## config.mk

```make
export PLATFORM = sky130hd
export DESIGN_NAME = input_capture_periph_flat
export DESIGN_NICKNAME = d
export VERILOG_FILES = /design/src/rtl/input_capture_periph_pkg.sv /design/src/rtl/input_capture_periph_if.sv /design/src/rtl/input_capture_periph_debounce_bit.sv /design/src/rtl/input_capture_periph.sv /design/src/flat_wrapper.sv
export SDC_FILE = /design/constraint.sdc
export NUM_CORES = 1
export LEC_CHECK = 0
export BUFFER_PORTS_ARGS = -buffer_cell sky130_fd_sc_hd__clkbuf_2
export CAP_MARGIN = 20
export CORE_ASPECT_RATIO = 0.75
export CORE_MARGIN = 2
export CORE_UTILIZATION = 60
export CTS_CLUSTER_DIAMETER = 200
export DETAILED_ROUTE_END_ITERATION = 16
export PLACE_DENSITY = 0.82
export SLEW_MARGIN = 20
export SYNTH_ARGS = -nofsm -noshare
export SYNTH_HDL_FRONTEND = slang
export SYNTH_SLANG_ARGS = --single-unit
```

## constraint.sdc

```tcl
create_clock -name clk -period 3.2 [get_ports clk]
set_input_delay 0.32 -clock clk [delete_from_list [all_inputs] [get_ports clk]]
set_output_delay 0.32 -clock clk [all_outputs]
set_load 0.02 [all_outputs]
```

## src/rtl/input_capture_periph_pkg.sv

```systemverilog
// Shared constants for the input capture peripheral: register map and
// default debounce depth.
package input_capture_periph_pkg;

    localparam int NUM_IN_DEF          = 4;
    localparam int DEBOUNCE_CYCLES_DEF = 4;

    // Register select decoded from the two low address bits
    typedef enum logic [1:0] {
        ADDR_STATE = 2'd0,
        ADDR_RISE  = 2'd1,
        ADDR_FALL  = 2'd2,
        ADDR_IEN   = 2'd3
    } reg_addr_e;

    // Width that can hold 0..cycles inclusive
    function automatic int cnt_width(input int cycles);
        return $clog2(cycles + 1);
    endfunction

endpackage

```

## src/rtl/input_capture_periph_if.sv

```systemverilog
// Data-memory bus slice seen by the input capture peripheral: decoder select,
// write strobe, register select, write/read data and the interrupt line.
interface input_capture_periph_if #(
    parameter int NUM_IN = 4
);
    logic              SEL;
    logic              WE;
    logic [1:0]        ADDR;
    logic [NUM_IN-1:0] WriteData;
    logic [NUM_IN-1:0] ReadData;
    logic              IRQ;

    modport master (
        output SEL, WE, ADDR, WriteData,
        input  ReadData, IRQ
    );

    modport slave (
        input  SEL, WE, ADDR, WriteData,
        output ReadData, IRQ
    );
endinterface

```

## src/rtl/input_capture_periph_debounce_bit.sv

```systemverilog
// One input pin: two-flop synchronizer followed by a counter debouncer.
// rise/fall are single-cycle pulses asserted on the edge where the accepted
// level changes, so the owner can latch them on that same edge.
module input_capture_periph_debounce_bit
    import input_capture_periph_pkg::*;
#(
    parameter int DEBOUNCE_CYCLES = DEBOUNCE_CYCLES_DEF
) (
    input  logic clk,
    input  logic rst_n,
    input  logic din,
    output logic stable,
    output logic rise,
    output logic fall
);

    localparam int CW = cnt_width(DEBOUNCE_CYCLES);

    logic          s1;
    logic          s2;
    logic          stable_q;
    logic [CW-1:0] cnt;
    logic          accept;

    // The change is accepted on the edge where the count has already seen
    // DEBOUNCE_CYCLES-1 differing cycles and s2 still differs.
    assign accept = (s2 != stable_q) && (cnt == CW'(DEBOUNCE_CYCLES - 1));

    // Synchronize the pin, then count consecutive cycles away from the stable level
    always_ff @(posedge clk) begin
        if (!rst_n) begin
            s1       <= 1'b0;
            s2       <= 1'b0;
            stable_q <= 1'b0;
            cnt      <= '0;
        end else begin
            s1 <= din;
            s2 <= s1;
            if (s2 == stable_q) begin
                cnt <= '0;
            end else if (accept) begin
                stable_q <= s2;
                cnt      <= '0;
            end else begin
                cnt <= cnt + CW'(1);
            end
        end
    end

    assign stable = stable_q;
    assign rise   = accept &  s2;
    assign fall   = accept & ~s2;

endmodule

```

## src/rtl/input_capture_periph.sv

```systemverilog
// Memory-mapped input capture peripheral: debounced pin levels, sticky
// write-1-to-clear edge flags, an interrupt enable mask and a level IRQ.
module input_capture_periph
    import input_capture_periph_pkg::*;
#(
    parameter int NUM_IN          = NUM_IN_DEF,
    parameter int DEBOUNCE_CYCLES = DEBOUNCE_CYCLES_DEF
) (
    input  logic                  clk,
    input  logic                  rst_n,
    input  logic [NUM_IN-1:0]     INPUTS,
    input_capture_periph_if.slave bus
);

    logic [NUM_IN-1:0] stable;
    logic [NUM_IN-1:0] rise_p;
    logic [NUM_IN-1:0] fall_p;
    logic [NUM_IN-1:0] rise_q;
    logic [NUM_IN-1:0] fall_q;
    logic [NUM_IN-1:0] ien_q;
    logic [NUM_IN-1:0] clr_rise;
    logic [NUM_IN-1:0] clr_fall;
    logic              wr_en;
    logic [NUM_IN-1:0] rdata;

    for (genvar g = 0; g < NUM_IN; g++) begin : g_bit
        input_capture_periph_debounce_bit #(
            .DEBOUNCE_CYCLES(DEBOUNCE_CYCLES)
        ) u_debounce_bit (
            .clk    (clk),
            .rst_n  (rst_n),
            .din    (INPUTS[g]),
            .stable (stable[g]),
            .rise   (rise_p[g]),
            .fall   (fall_p[g])
        );
    end

    assign wr_en    = bus.SEL & bus.WE;
    assign clr_rise = (wr_en && bus.ADDR == ADDR_RISE) ? bus.WriteData : '0;
    assign clr_fall = (wr_en && bus.ADDR == ADDR_FALL) ? bus.WriteData : '0;

    // Sticky edge flags (a set on the same edge as a clear wins) and the enable mask
    always_ff @(posedge clk) begin
        if (!rst_n) begin
            rise_q <= '0;
            fall_q <= '0;
            ien_q  <= '0;
        end else begin
            rise_q <= (rise_q & ~clr_rise) | rise_p;
            fall_q <= (fall_q & ~clr_fall) | fall_p;
            if (wr_en && bus.ADDR == ADDR_IEN) begin
                ien_q <= bus.WriteData;
            end
        end
    end

    // Combinational register read; an unselected peripheral drives zero
    always_comb begin
        rdata = '0;
        if (bus.SEL) begin
            case (bus.ADDR)
                ADDR_STATE: rdata = stable;
                ADDR_RISE:  rdata = rise_q;
                ADDR_FALL:  rdata = fall_q;
                ADDR_IEN:   rdata = ien_q;
                default:    rdata = '0;
            endcase
        end
    end

    assign bus.ReadData = rdata;
    assign bus.IRQ      = |((rise_q | fall_q) & ien_q);

endmodule
```

## src/flat_wrapper.sv

```systemverilog
// flat-port wrapper written by rule: the top's interface ports become plain ports
module input_capture_periph_flat import input_capture_periph_pkg::*;
#(
    parameter int NUM_IN          = NUM_IN_DEF,
    parameter int DEBOUNCE_CYCLES = DEBOUNCE_CYCLES_DEF
)
  (clk, rst_n, INPUTS, bus_SEL, bus_WE, bus_ADDR, bus_WriteData, bus_ReadData, bus_IRQ);
  input_capture_periph_if #(.NUM_IN(NUM_IN)) bus_i ();
  input  logic clk;
  input  logic rst_n;
  input  logic [NUM_IN-1:0] INPUTS;
  input wire logic [$bits(bus_i.SEL)-1:0] bus_SEL;
  input wire logic [$bits(bus_i.WE)-1:0] bus_WE;
  input wire logic [$bits(bus_i.ADDR)-1:0] bus_ADDR;
  input wire logic [$bits(bus_i.WriteData)-1:0] bus_WriteData;
  output wire logic [$bits(bus_i.ReadData)-1:0] bus_ReadData;
  output wire logic [$bits(bus_i.IRQ)-1:0] bus_IRQ;
  assign bus_i.SEL = bus_SEL;
  assign bus_i.WE = bus_WE;
  assign bus_i.ADDR = bus_ADDR;
  assign bus_i.WriteData = bus_WriteData;
  assign bus_ReadData = bus_i.ReadData;
  assign bus_IRQ = bus_i.IRQ;
  input_capture_periph #(.NUM_IN(NUM_IN), .DEBOUNCE_CYCLES(DEBOUNCE_CYCLES)) u_core (.clk(clk), .rst_n(rst_n), .INPUTS(INPUTS), .bus(bus_i));
endmodule
```

==> qor.csv <==
stage,metric,value,unit
clock_tree,cts_post_setup_buffers_inserted,0,
setup_path,worst_r2r_path_depth,4,
placement,portbufs,18,
cells_and_area,final_core_utilization,71.6,%
timing,skew,2.80,ps
power,sw_frac_of_total,21.7,%
floorplan,io_count,19,
yosys,synth.avg_cell_area,9.73,sq um
power,clock_power_share,34.4,%
timing,maxSlewViolCount,0,
setup_path,timing_worst_setup_path_type,flip-flop to primary output,
worst_hold_path,timing.hold.worst.class,input port to flip-flop,
timing,grt_setup_unrepaired,false,
floorplan,design.core.area,2360,sq um
yosys,syn-num-nets,181,
floorplan,die_area,3000,sq um
placement,place.detailed.hpwl,2050,um
detailed_routing,detail_route.first_pass.iterations,4,
cells_and_area,layout-drive-gt1-share,15.2,%
timing,tightest_slew,646,ps
clock_tree,cts_hold_buffers,0,
run,maxCapViolations,0,
detailed_routing,antenna_left,0,
grt,grt_pass1_vias,1052,
clock_tree,clockRootBuffer,clkbuf_4,
timing,final.setup.worst_slack,1660,ps
run_status,run_status,finished clean,
power,power_per_cell_area,449,nW/um^2
clock_tree,tritoncts,yes,
timing,max_clock_freq,649,MHz
power,power.share.sequential,60.4,%
power,total_leakage_power,0.728,nW
power,internal-power,0.596,mW
timing,setup_violations,0,
power,switchingPower,0.165,mW
detailed_routing,initialDrtViolationCount,109,
floorplan,placementRows,15,
grt,track_usage,20.8,%
setup_path,buf_inv_stages_crit_path,1,
cells_and_area,fin_nets,200,
setup_path,critical-path-slowest-cell,dfxtp_1,
yosys,ys_ff_latch,36,
detailed_routing,totalWireLength,2850,um
timing,final_hold_viol_count,0,
floorplan,initial_utilization,65.4,%
power,share_comb_of_total_power,5.2,%
timing,min_period_over_period,48.1,%
placement,routabilityCongestion,0.793,
yosys,post_synth_instance_area,1550,sq um
clock_tree,clock_slew_at_the_register_clock_pins_of_the_worst_setup_and_hold_paths,100,ps
grt,first_pass_grt_wire_length,4550,um
timing,finalSetupTns,0,ps
yosys,dominantRegCellSynth,dfxtp_1,
floorplan,die_width,62.6,um
yosys,asyncSetResetFlopFracSynth,0,%
setup_path,crit_required,2880,ps
detailed_routing,detail_route.wl_per_cell,13.4,um
setup_path,startpoint_of_the_worst_register_to_register_path,u_core.g_bit[0].u_debounce_bit.cnt[0],
worst_hold_path,hold_depth,2,
setup_path,timing.critical_path.slowest_cell_delay,440,ps
grt,maximum_number_of_pins_on_one_net_before_global_route_repair,40,
placement,detailedPlace.worstSlack,1750,ps
clock_tree,ctsResizeCount,0,
worst_hold_path,hold_path.startpoint,INPUTS[1],
setup_path,path_delay_family,flip-flops,
detailed_routing,drt_drc,0,
detailed_routing,post_drt_via_cell_ratio,5.45,
yosys,synth-edff-count,0,
setup_path,worst-r2r-setup-slack,1970,ps
clock_tree,tritoncts_num_sinks,36,
floorplan,die_h,48.0,um
setup_path,worst_setup_path_end_kind,primary output,
clock_tree,clk_path_buf_depth,2,
yosys,post_synth_num_cell_types,28,
cells_and_area,area.growth.synth_to_final,9.55,%
detailed_routing,detailroute.via_count,1156,
yosys,netlist_instances,159,
grt,grt_antenna_before_repair,0,
yosys,synth.yosys.warnings,0,
worst_hold_path,holdPathEnd,u_core.g_bit[1].u_debounce_bit.s1,
timing,final.min_clock_period,1540,ps
setup_path,cp-start-kind,flip-flop,
setup_path,worstReg2RegEnd,u_core.fall_q[0],
clock_tree,clock_tree.htree_level_count,2,
clock_tree,cts_buffers,5,
cells_and_area,insertedDiodeCount,0,
setup_path,timing.critical_path.cells,mux2i_1 > o22ai_1 > clkbuf_2,
timing,slew_headroom,56.9,%
setup_path,critical_path_peak_fanout,5,
clock_tree,clock_insertion_delay_worst_skew,330,ps
grt,overflow,0,
setup_path,critical_path_arrival,1220,ps
power,irDropWorstVdd,0.000325,V
yosys,synth-seq-area-share,46.6,%
[area by class of cell]
class	count	area, sq um
clock buffer	7	65.1
sequential	36	721
tap	34	42.5
inverter	13	48.8
multi-input combinational	104	727
fill	199	671
timing repair buffer	18	90.1
[cell usage in the layout (no fill, tap or decap)]
cell,Yosys,final
xor2_1,4,4
nor2b_1,3,3
nand3b_1,5,5
o21a_1,1,1
ha_1,8,8
and4b_4,1,1
clkbuf_8,0,2
nand4b_1,3,3
o2bb2ai_1,1,1
nor2_1,13,13
and4_2,1,1
clkbuf_2,0,18
and4b_1,3,3
a21boi_0,1,1
nand4_1,1,1
o311ai_0,3,3
dfxtp_1,36,36
clkbuf_4,0,5
nand3_1,5,5
nand2_1,12,12
mux2i_1,11,11
inv_1,13,13
and2_1,8,8
o22ai_1,5,5
a31o_1,3,3
nand2b_1,2,2
o21ai_0,10,10
[per-stage QoR]
stage | power, mW | instance area (sq um) | std cells | hold slack [ps]
3_3_place_gp | 0.506 | 1630 | 205 | 406
4_1_cts | 0.770 | 1690 | 212 | 183
3_5_place_dp | 0.509 | 1630 | 205 | 427
2_1_floorplan | 0.496 | 1550 | 159 | 399
6_report | 0.761 | 1690 | 212 | 194
5_1_grt | 0.796 | 1690 | 212 | 180
[synthesized netlist by cell type, drive strengths merged (4+ instances only)]
| cell | instances | share of area, % |
|---|---|---|
| inv | 13 | 3.2 |
| nand3b | 5 | 2.4 |
| xor2 | 4 | 2.3 |
| o21ai | 10 | 3.2 |
| dfxtp | 36 | 47 |
| nand2 | 12 | 2.9 |
| and4b | 4 | 2.8 |
| nand3 | 5 | 1.6 |
| and2 | 8 | 3.2 |
| nor2 | 13 | 3.2 |
| mux2i | 11 | 7.1 |
| o22ai | 5 | 2.0 |
| ha | 8 | 6.5 |
| buf | 5 | 3.0 |
[state kept, by name (all words and copies together) (netlist names)]
name and cells:
u_core.rise_q 4, u_core.fall_q 4, u_core.ien_q 4, u_core.g_bit.u_debounce_bit.s2 4
u_core.g_bit.u_debounce_bit.stable 4, u_core.g_bit.u_debounce_bit.cnt 12, u_core.g_bit.u_debounce_bit.s1 4
[how the worst max path moves through the flow]
stage	from	cells past startpoint	endpoint	slack, ps
3_3_place_gp	bus_ADDR[1]	4	bus_ReadData[3]	1780
3_5_place_dp	bus_ADDR[1]	4	bus_ReadData[3]	1750
4_1_cts	u_core.g_bit[3].u_debounce_bit.stable	3	bus_ReadData[3]	1640
6_report	u_core.g_bit[3].u_debounce_bit.stable	3	bus_ReadData[3]	1660
5_1_grt	u_core.g_bit[0].u_debounce_bit.stable	3	bus_ReadData[0]	1570
2_1_floorplan	bus_ADDR[1]	3	bus_ReadData[3]	1950
[kinds of logic (layout without fill, tap and decap cells)]
kind of cell,count (synthesis),count (layout),share of synthesized area (%)
DFF,36,36,46.6
AOI/OAI and AO/OA,24,24,10.2
adders and majority gates,8,8,6.47
xor gates and xnor gates,4,4,2.27
muxes,11,11,7.12
and+or+nand+nor,57,57,21.0
buffers and inverters,19,38,6.39
[power by group through the flow]
stage	registers, mW	clock network [mW]	logic (mW)
floorplan	0.469	0	0.0273
global placement	0.469	0	0.0370
detailed placement	0.470	0	0.0395
CTS	0.460	0.271	0.0398
global route	0.460	0.292	0.0441
finish	0.459	0.262	0.0398
[layer usage]
layer | vias up | track usage [%] | share of wire [%]
met3 | 4 | 7.29 | 6.2
met4 | 0 | 8.89 | 0.74
met2 | 35 | 37.8 | 48
met5 | - | 0 | 0
met1 | 530 | 23.3 | 45
li1 | 587 | - | -
(Power assumes the default switching activity.)
